--- src/rtl/multdiv_iter.sv ---
// Iterative signed multiply (radix-2 Booth) / divide (non-restoring) unit for the execute stage.
// Optional build macro MULTDIV_EARLY_OUT_EN: trivial operands complete in one cycle.
module multdiv_iter #(
  parameter int unsigned WIDTH = 32
) (
  input  logic             clock,
  input  logic             reset_n,
  input  logic             ctrl_MULT,
  input  logic             ctrl_DIV,
  input  logic [WIDTH-1:0] data_operandA,
  input  logic [WIDTH-1:0] data_operandB,
  output logic [WIDTH-1:0] data_result,
  output logic             data_exception,
  output logic             data_resultRDY,
  output logic             busy
);

  localparam int unsigned CNT_W = $clog2(WIDTH) + 1;
  localparam int unsigned PW    = 2 * WIDTH + 1;
  localparam int unsigned RW    = WIDTH + 2;

  localparam logic [1:0] ST_IDLE = 2'd0;
  localparam logic [1:0] ST_MUL  = 2'd1;
  localparam logic [1:0] ST_DIV  = 2'd2;
  localparam logic [1:0] ST_DONE = 2'd3;

  localparam logic [WIDTH-1:0] MOST_NEG = {1'b1, {(WIDTH-1){1'b0}}};
  localparam logic [WIDTH-1:0] ALL_ONES = {WIDTH{1'b1}};

  logic [1:0]       state, state_nxt;
  logic [CNT_W-1:0] cnt;

  // Booth datapath: high half is WIDTH+1 bits so adding/subtracting the most-negative multiplicand cannot wrap
  logic [PW-1:0]    prod;
  logic             q_m1;
  logic [WIDTH-1:0] mcand;

  // Non-restoring datapath on magnitudes; sign applied at the end
  logic [RW-1:0]    rem;
  logic [WIDTH-1:0] quo;
  logic [WIDTH-1:0] dsor;
  logic             neg_q;
  logic             div_zero;
  logic             div_ovf;

  logic             start_mul_c, start_div_c, start_c, last_c;
  logic             triv_c, triv_exc_c;
  logic [WIDTH-1:0] abs_a_c, abs_b_c;
  logic [WIDTH:0]   prod_hi_c, mcand_x_c, hi_sum_c;
  logic [PW-1:0]    prod_nxt_c;
  logic [WIDTH:0]   prod_top_c;
  logic             mul_exc_c;
  logic [RW-1:0]    rem_sh_c, dsor_x_c, rem_nxt_c;
  logic [WIDTH-1:0] quo_nxt_c, quo_final_c, div_res_c;
  logic             div_exc_c;

  // Start decode: multiply has priority over divide
  always_comb begin
    start_mul_c = ctrl_MULT;
    start_div_c = ctrl_DIV & ~ctrl_MULT;
    start_c     = ctrl_MULT | ctrl_DIV;
    last_c      = (cnt == CNT_W'(WIDTH - 1));
    abs_a_c     = data_operandA[WIDTH-1] ? WIDTH'(~data_operandA + WIDTH'(1)) : data_operandA;
    abs_b_c     = data_operandB[WIDTH-1] ? WIDTH'(~data_operandB + WIDTH'(1)) : data_operandB;
  end

  always_comb begin
    triv_c     = 1'b0;
    triv_exc_c = 1'b0;
`ifdef MULTDIV_EARLY_OUT_EN
    if (start_mul_c) begin
      triv_c = (data_operandA == '0) || (data_operandB == '0);
    end else if (start_div_c) begin
      triv_c     = (data_operandA == '0) || (data_operandB == '0);
      triv_exc_c = (data_operandB == '0);
    end
`endif
  end

  // One Booth step: add/subtract/skip on the high half, then arithmetic shift right
  always_comb begin
    prod_hi_c = prod[PW-1:WIDTH];
    mcand_x_c = {mcand[WIDTH-1], mcand};
    hi_sum_c  = prod_hi_c;
    case ({prod[0], q_m1})
      2'b01:   hi_sum_c = prod_hi_c + mcand_x_c;
      2'b10:   hi_sum_c = prod_hi_c - mcand_x_c;
      default: hi_sum_c = prod_hi_c;
    endcase
    prod_nxt_c = {hi_sum_c[WIDTH], hi_sum_c, prod[WIDTH-1:1]};
    prod_top_c = prod_nxt_c[2*WIDTH-1:WIDTH-1];
    mul_exc_c  = ~((&prod_top_c) | ~(|prod_top_c));
  end

  // One non-restoring step; quotient bit is set when the new partial remainder is non-negative
  always_comb begin
    rem_sh_c  = {rem[RW-2:0], quo[WIDTH-1]};
    dsor_x_c  = RW'(dsor);
    rem_nxt_c = rem[RW-1] ? (rem_sh_c + dsor_x_c) : (rem_sh_c - dsor_x_c);
    quo_nxt_c = {quo[WIDTH-2:0], ~rem_nxt_c[RW-1]};
    quo_final_c = neg_q ? WIDTH'(~quo_nxt_c + WIDTH'(1)) : quo_nxt_c;
    div_res_c = div_zero ? '0 : quo_final_c;
    div_exc_c = div_zero | div_ovf;
  end

  // Next-state logic; a start overrides every state
  always_comb begin
    state_nxt = state;
    if (start_c) begin
      if (triv_c)           state_nxt = ST_DONE;
      else if (start_mul_c) state_nxt = ST_MUL;
      else                  state_nxt = ST_DIV;
    end else begin
      case (state)
        ST_MUL:  if (last_c) state_nxt = ST_DONE;
        ST_DIV:  if (last_c) state_nxt = ST_DONE;
        ST_DONE: state_nxt = ST_IDLE;
        default: state_nxt = ST_IDLE;
      endcase
    end
  end

  always_ff @(posedge clock or negedge reset_n) begin
    if (!reset_n) begin
      state <= ST_IDLE;
    end else begin
      state <= state_nxt;
    end
  end

  always_ff @(posedge clock or negedge reset_n) begin
    if (!reset_n) begin
      cnt            <= '0;
      prod           <= '0;
      q_m1           <= 1'b0;
      mcand          <= '0;
      rem            <= '0;
      quo            <= '0;
      dsor           <= '0;
      neg_q          <= 1'b0;
      div_zero       <= 1'b0;
      div_ovf        <= 1'b0;
      data_result    <= '0;
      data_exception <= 1'b0;
      data_resultRDY <= 1'b0;
      busy           <= 1'b0;
    end else begin
      data_resultRDY <= (state_nxt == ST_DONE);
      busy           <= (state_nxt == ST_MUL) || (state_nxt == ST_DIV);
      if (start_c) begin
        cnt      <= '0;
        prod     <= {(WIDTH+1)'(0), data_operandB};
        q_m1     <= 1'b0;
        mcand    <= data_operandA;
        rem      <= '0;
        quo      <= abs_a_c;
        dsor     <= abs_b_c;
        neg_q    <= data_operandA[WIDTH-1] ^ data_operandB[WIDTH-1];
        div_zero <= (data_operandB == '0);
        div_ovf  <= (data_operandA == MOST_NEG) && (data_operandB == ALL_ONES);
        if (triv_c) begin
          data_result    <= '0;
          data_exception <= triv_exc_c;
        end
      end else if (state == ST_MUL) begin
        prod <= prod_nxt_c;
        q_m1 <= prod[0];
        cnt  <= cnt + CNT_W'(1);
        if (last_c) begin
          data_result    <= prod_nxt_c[WIDTH-1:0];
          data_exception <= mul_exc_c;
        end
      end else if (state == ST_DIV) begin
        rem <= rem_nxt_c;
        quo <= quo_nxt_c;
        cnt <= cnt + CNT_W'(1);
        if (last_c) begin
          data_result    <= div_res_c;
          data_exception <= div_exc_c;
        end
      end
    end
  end

endmodule

--- config.mk ---
export PLATFORM = sky130hd
export DESIGN_NAME = multdiv_iter
export DESIGN_NICKNAME = d
export VERILOG_FILES = /design/src/rtl/multdiv_iter.sv
export SDC_FILE = /design/constraint.sdc
export NUM_CORES = 1
export LEC_CHECK = 0
export CAP_MARGIN = 30
export CORE_MARGIN = 5
export CORE_UTILIZATION = 55
export CTS_CLUSTER_DIAMETER = 80
export CTS_CLUSTER_SIZE = 8
export DETAILED_ROUTE_END_ITERATION = 10
export PLACE_DENSITY_LB_ADDON = 0.2
export SLEW_MARGIN = 10
export SYNTH_ARGS = -nofsm -noshare
export SYNTH_HDL_FRONTEND = slang
export SYNTH_SLANG_ARGS = --single-unit
--- constraint.sdc ---
create_clock -name clock -period 5 [get_ports clock]
set_clock_uncertainty 0.05 [all_clocks]
set_input_delay 0.75 -clock clock [delete_from_list [all_inputs] [get_ports clock]]
set_output_delay 0.75 -clock clock [all_outputs]
set_load 0.01 [all_outputs]
# Word level (Yosys, flattened, before mapping)
# Index checks and enable logic that the tools add are counted.
[word_totals]
regBits = 242
input_bits = 68
[classes]
bitwise_logic = 11
n_reduce_logical = 12
addsub = 8
n_mux = 31
n_eq_ne = 13
[ops]
columns = ["op", "count"]
rows = [
  ["2-to-1 mux 32 bit", 11],
  ["2-to-1 mux 34 bit", 4],
  ["2-to-1 mux 65 bit", 2],
  ["adder 32 x 1 -> 32 bit, second input constant", 3],
  ["NOT 32 bit", 3],
  ["one-hot mux 33 bit (2 select lines)", 1],
  ["equality test 32 bit, second input constant", 2],
  ["adder 34 x 32 -> 34 bit", 1],
  ["subtractor 34 x 32 -> 34 bit", 1],
  ["adder 33 bit", 1],
  ["AND reduction 33 bit", 1],
  ["OR reduction 33 bit", 1],
  ["subtractor 33 bit", 1],
  ["logical NOT 32 bit", 1],
  ["2-to-1 mux 6 bit", 3],
  ["equality test 2 bit, second input constant", 4],
  ["2-to-1 mux 2 bit", 4],
  ["adder 6 x 1 -> 6 bit, second input constant", 1],
  ["equality test 2 x 1 -> 1 bit, second input constant", 3],
  ["equality test 6 x 5 -> 1 bit, second input constant", 1],
  ["2-to-1 mux 1 bit", 6],
  ["!= test 2 bit, second input constant", 3],
  ["nonzero test 2 bit", 3],
  ["NOT 1 bit", 4],
  ["8 further kinds", 10],
]

# Depth between registers and ports, before layout
[logic_depth]
depth_word = 10
ltp_mapped = 26
depth_no_buf = 26

# Worst setup path after synthesis
# No wires, ideal clock.
[synth_path]
path_kind = "reg2reg"
start = "reg dsor[14]"
end = "reg data_result[31]"
setup_time_ns = 0.142
t_arrival_ns = 4.854
stages_incl_launch_ff = 21
required_time_ns = 4.808
n_path_buf = 2
slack_ns = -0.046
cell_sequence = "dfrtp_1 > or4_1 > or2_2 > nor3_1 > and3_1 > nand2_1 > nor2_1 > a31oi_1 > xor2_1 > ha_1 > clkbuf_1 > and3_1 > nand3_1 > a211o_1 > a41oi_1 > o2111ai_1 > or4_1 > clkbuf_1 > o41ai_1 > xor2_1 > o221ai_1"
[synth_via]
elab_chain_len = 10
word_cells_on_any_way = 11
cone_classes = "add/sub: 3; mux: 6; bitwise: 2"
[synth_rtl]
columns = ["item", "line_no", "text"]
rows = [
  ["start: declaration", "41", "logic [WIDTH-1:0] dsor;"],
  ["start signal: assignment", "157", "dsor <= abs_b_c;"],
  ["subtractor 34 x 32 -> 34 bit or adder 34 x 32 -> 34 bit (tied branches)", "99", "rem_nxt_c = rem[RW-1] ? (rem_sh_c + dsor_x_c) : (rem_sh_c - dsor_x_c);"],
  ["2-to-1 mux 34 bit *", "99", ""],
  ["NOT 1 bit *", "100", "quo_nxt_c = {quo[WIDTH-2:0], ~rem_nxt_c[RW-1]};"],
  ["NOT 32 bit *", "101", "quo_final_c = neg_q ? WIDTH'(~quo_nxt_c + WIDTH'(1)) : quo_nxt_c;"],
  ["adder 32 x 1 -> 32 bit *", "101", ""],
  ["2-to-1 mux 32 bit *", "101", ""],
  ["2-to-1 mux 32 bit *", "102", "div_res_c = div_zero ? '0 : quo_final_c;"],
  ["2-to-1 mux 32 bit *", "177", "if (last_c) begin"],
  ["2-to-1 mux 32 bit *", "173", "end else if (state == ST_DIV) begin"],
  ["2-to-1 mux 32 bit *", "165", "end else if (state == ST_MUL) begin"],
  ["end signal: assignment", "170", "data_result <= prod_nxt_c[WIDTH-1:0];"],
  ["end signal: assignment", "178", "data_result <= div_res_c;"],
  ["end: declaration", "12", "output logic [WIDTH-1:0] data_result,"],
]
# Mark *: on every way between the ends. The rest lies on a longest branch, timed or not. The select of a mux whose other input is x is not followed.
# A chain may end at the register's enable or synchronous reset.

# Final worst setup path
[layout_path]
start = "reg dsor[18]"
end = "reg data_result[27]"
# Same word-level chain as after synthesis.

==> metrics.yaml <==
synth:
  ys_seq_area_share_pct: 34.6
  netlist_area_sq_um: 17400
  synth.yosys.warnings: 0
  async_reset_ff_share_pct: 100
  synth-seq-cells: 241
  synth_cells: 2151
  ys_types: 71
  ys.flop_type: "dfrtp_1"
  syn_nets: 2297
  synth_enable_flop_cells: 0
  synth_area_per_cell_sq_um: 8.11
global_routing:
  grt_pass1_wl_um: 86500
  grt_max_degree: 126
  grt_pass1_vias: 16300
  antenna_found_initial: 0
  overflow: 0
  grtUsageTotal_pct: 29.4
placement:
  dp.cells: 2672
  gp_congestion: 0.979
  hpwlAfterDp_um: 38700
  portBuffers: 102
  postPlaceCellArea_sq_um: 19600
  dp_slack_ps: -283
clock_network:
  clk_pin_slew_ps: 50
  hold_buffers: 0
  cts_root_buffer: "clkbuf_16"
  cts_sinks: 241
  h-tree-depth: 2
  cts_max_path_buffers: 3
  cts_tree: "yes"
  clkLatencyLatePin_ps: 520
  cts-buffers-inserted: 36
timing:
  period_needed_ps: 4880
  setup_viol: 0
  slew_headroom_pct: 31.5
  finalCritPeriodShare_pct: 97.6
  hold_slack_ps: 237
  hold_viol_final: 0
  worst_slew_pin_slew_ps: 1030
  slew_violations: 0
  fmax_mhz: 205
  worst_slack_ps: 120
  fin_setup_tns_ps: 0
worst_setup_path:
  critical_path.endpoint_type: "flip-flop"
  r2r_setup_slack_ps: 120
  rr_endpoint: "data_result[27]"
  critical_path_class: "reg -> reg"
  cp_data_required_time_ps: 5320
  r2r_cells: 20
  worst-path-max-fanout: 8
  reg2reg_from: "dsor[18]"
  startpoint_type: "flip-flop"
  cp.arrival_ps: 5200
drt:
  drtIter0Drc: 1475
  drt_drc_violations_left: 0
  drtPass1Iterations: 5
  postRouteAntennaNets: 0
  num_vias: 17000
  wl_um: 53600
  post_drt_wl_per_cell_um: 19.7
  viasPerCell: 6.23
power_and_ir_drop:
  power.switching_mw: 2.42
  ir_drop_mv: 0.325
  p_int_mw: 4.52
  swShare_pct: 34.8
  power_density_nw_per_um2: 329
  pwr-share-clk_pct: 31.2
  leakage_nw: 9.15
  p_seq_share_pct: 35.6
  pwr-share-comb_pct: 33.2
final_layout:
  final_cells: 2721
  n_antenna_cell: 0
  syn2layout_area_growth_pct: 21.1
  mostFrequentLayoutCell: "nand2_1"
  final_cell_mix: "nand2_1 (389), dfrtp_1 (241), nor2_1 (167), o21ai_0 (142), buf_4 (134)"
  fillers: 2556
  fin_nets: 2462
  layout-drive-gt1-share_pct: 12.5
  final_area_sq_um: 21100
floorplan:
  core_area_sq_um: 31400
  die_h_um: 188
  initial_core_util_pct: 55.5
  ioPinCount: 103
  die_w_um: 188
  dieArea_sq_um: 35400
  std_cell_rows: 65
hold_path:
  hold_path_class: "in -> async"
run_status:
  outcome: "finished, final reports clean"
run:
  max_cap_viol_count: 0
worst max-delay path: stages, from the launching register on:
cell and delay, ps:
dfrtp_1 380, or4_4 540, or2_4 280, nor3_4 130, and3_4 230, nand2_2 70
nor2_4 140, a31oi_2 110, xor2_1 160, ha_1 310, and3_4 200, nand3_2 80
a211o_1 270, a41oi_2 220, buf_4 150, o2111ai_4 150, or4_4 480, buf_4 200
o31ai_2 270, xor2_1 200, o221ai_1 130
routing by layer:
layer / part of all wire (%) / track usage, % / up-vias / wire, um
li1: - / - / 8016 / -
met1: 44 / 42.1 / 8213 / 23700
met2: 46 / 46.4 / 604 / 24700
met3: 6.3 / 3.80 / 120 / 3370
met4: 3.5 / 9.46 / 0 / 1860
met5: 0 / 0 / - / 0
Yosys cell counts, drive strengths merged (12+ instances only):
library cell | count | share of area (%)
inv | 55 | 1.2
nand2b | 40 | 1.4
o31ai | 35 | 1.5
nor2 | 173 | 3.7
and3 | 16 | 0.57
a21oi | 125 | 3.6
clkbuf | 94 | 2.0
xor2 | 92 | 4.6
a31oi | 61 | 2.2
dfrtp | 241 | 35
nand3 | 27 | 0.78
buf | 18 | 0.40
nor3 | 38 | 1.1
a211oi | 29 | 1.2
or3 | 26 | 0.96
or4 | 27 | 1.2
or2 | 13 | 0.47
nand2 | 392 | 8.4
o211ai | 15 | 0.65
nand4 | 25 | 0.90
o221ai | 15 | 0.75
o21ai | 158 | 4.5
a21o | 27 | 1.2
ha | 76 | 5.5
a22oi | 16 | 0.69
mux2i | 45 | 2.6
nor2b | 16 | 0.57
o21a | 12 | 0.52
nor4 | 26 | 0.93
xnor2 | 102 | 5.1
power groups by stage:
stage | Clock [mW] | Combinational [mW] | Sequential (mW)
after floorplan | 0 | 1.25 | 2.44
after global placement | 0 | 2.11 | 2.47
after detailed placement | 0 | 2.16 | 2.47
after CTS | 2.20 | 2.20 | 2.45
after global routing | 2.30 | 2.52 | 2.49
final | 2.17 | 2.30 | 2.47
repair_timing:
action / 4_1_cts / 5_1_grt
setup endpoints to repair: 27 / 31
gates resized for setup: 34 / 81
pin swaps: 2 / 27
setup buffers: 2 / 4
worst max-delay path by stage:
stage             start         endpoint  slack [ps]
6_report       dsor[18]  data_result[27]         120
3_5_place_dp   dsor[14]  data_result[29]        -280
3_3_place_gp   dsor[14]  data_result[12]         -80
4_1_cts        dsor[14]  data_result[27]           3
2_1_floorplan  dsor[14]  data_result[31]          40
5_1_grt        dsor[18]  data_result[18]         -50
cell families (layout without fill, tap and decap cells):
logic type / count (synthesis) / count (layout) / synth area share, %
and+or+nand+nor: 855 / 855 / 22.8
AOI/OAI and AO/OA: 567 / 567 / 20.7
DFF: 241 / 241 / 34.6
muxes: 49 / 49 / 2.84
buffers and inverters: 167 / 335 / 3.61
adders and majority gates: 78 / 78 / 5.68
xor gates and xnor gates: 194 / 194 / 9.75
area by class of cell:
| class | count | area, sq um | area share, % |
|---|---|---|---|
| Multi-Input combinational cell | 1743 | 11300 | 53.6 |
| Sequential cell | 241 | 6030 | 28.6 |
| Timing Repair Buffer | 239 | 2100 | 9.96 |
| Clock buffer | 37 | 905 | 4.29 |
| Tap cell | 402 | 503 | 2.38 |
| Inverter | 55 | 206 | 0.978 |
| Clock inverter | 4 | 53.8 | 0.255 |
flip-flops by register name, summed over array words and instances (netlist names):
register	cells
busy	1
cnt	6
data_exception	1
data_result	32
data_resultRDY	1
div_ovf	1
div_zero	1
dsor	32
mcand	32
neg_q	1
prod	64
q_m1	1
quo	32
rem	34
state	2
per-stage QoR:
| stage | power [mW] | util (%) |
|---|---|---|
| 2_1_floorplan | 3.69 | - |
| 3_3_place_gp | 4.58 | 62.2 |
| 3_5_place_dp | 4.64 | 62.3 |
| 4_1_cts | 6.85 | 65.8 |
| 5_1_grt | 7.30 | 67.2 |
| 6_report | 6.93 | 67.2 |
Note: power is estimated with default switching activity, not from simulation.
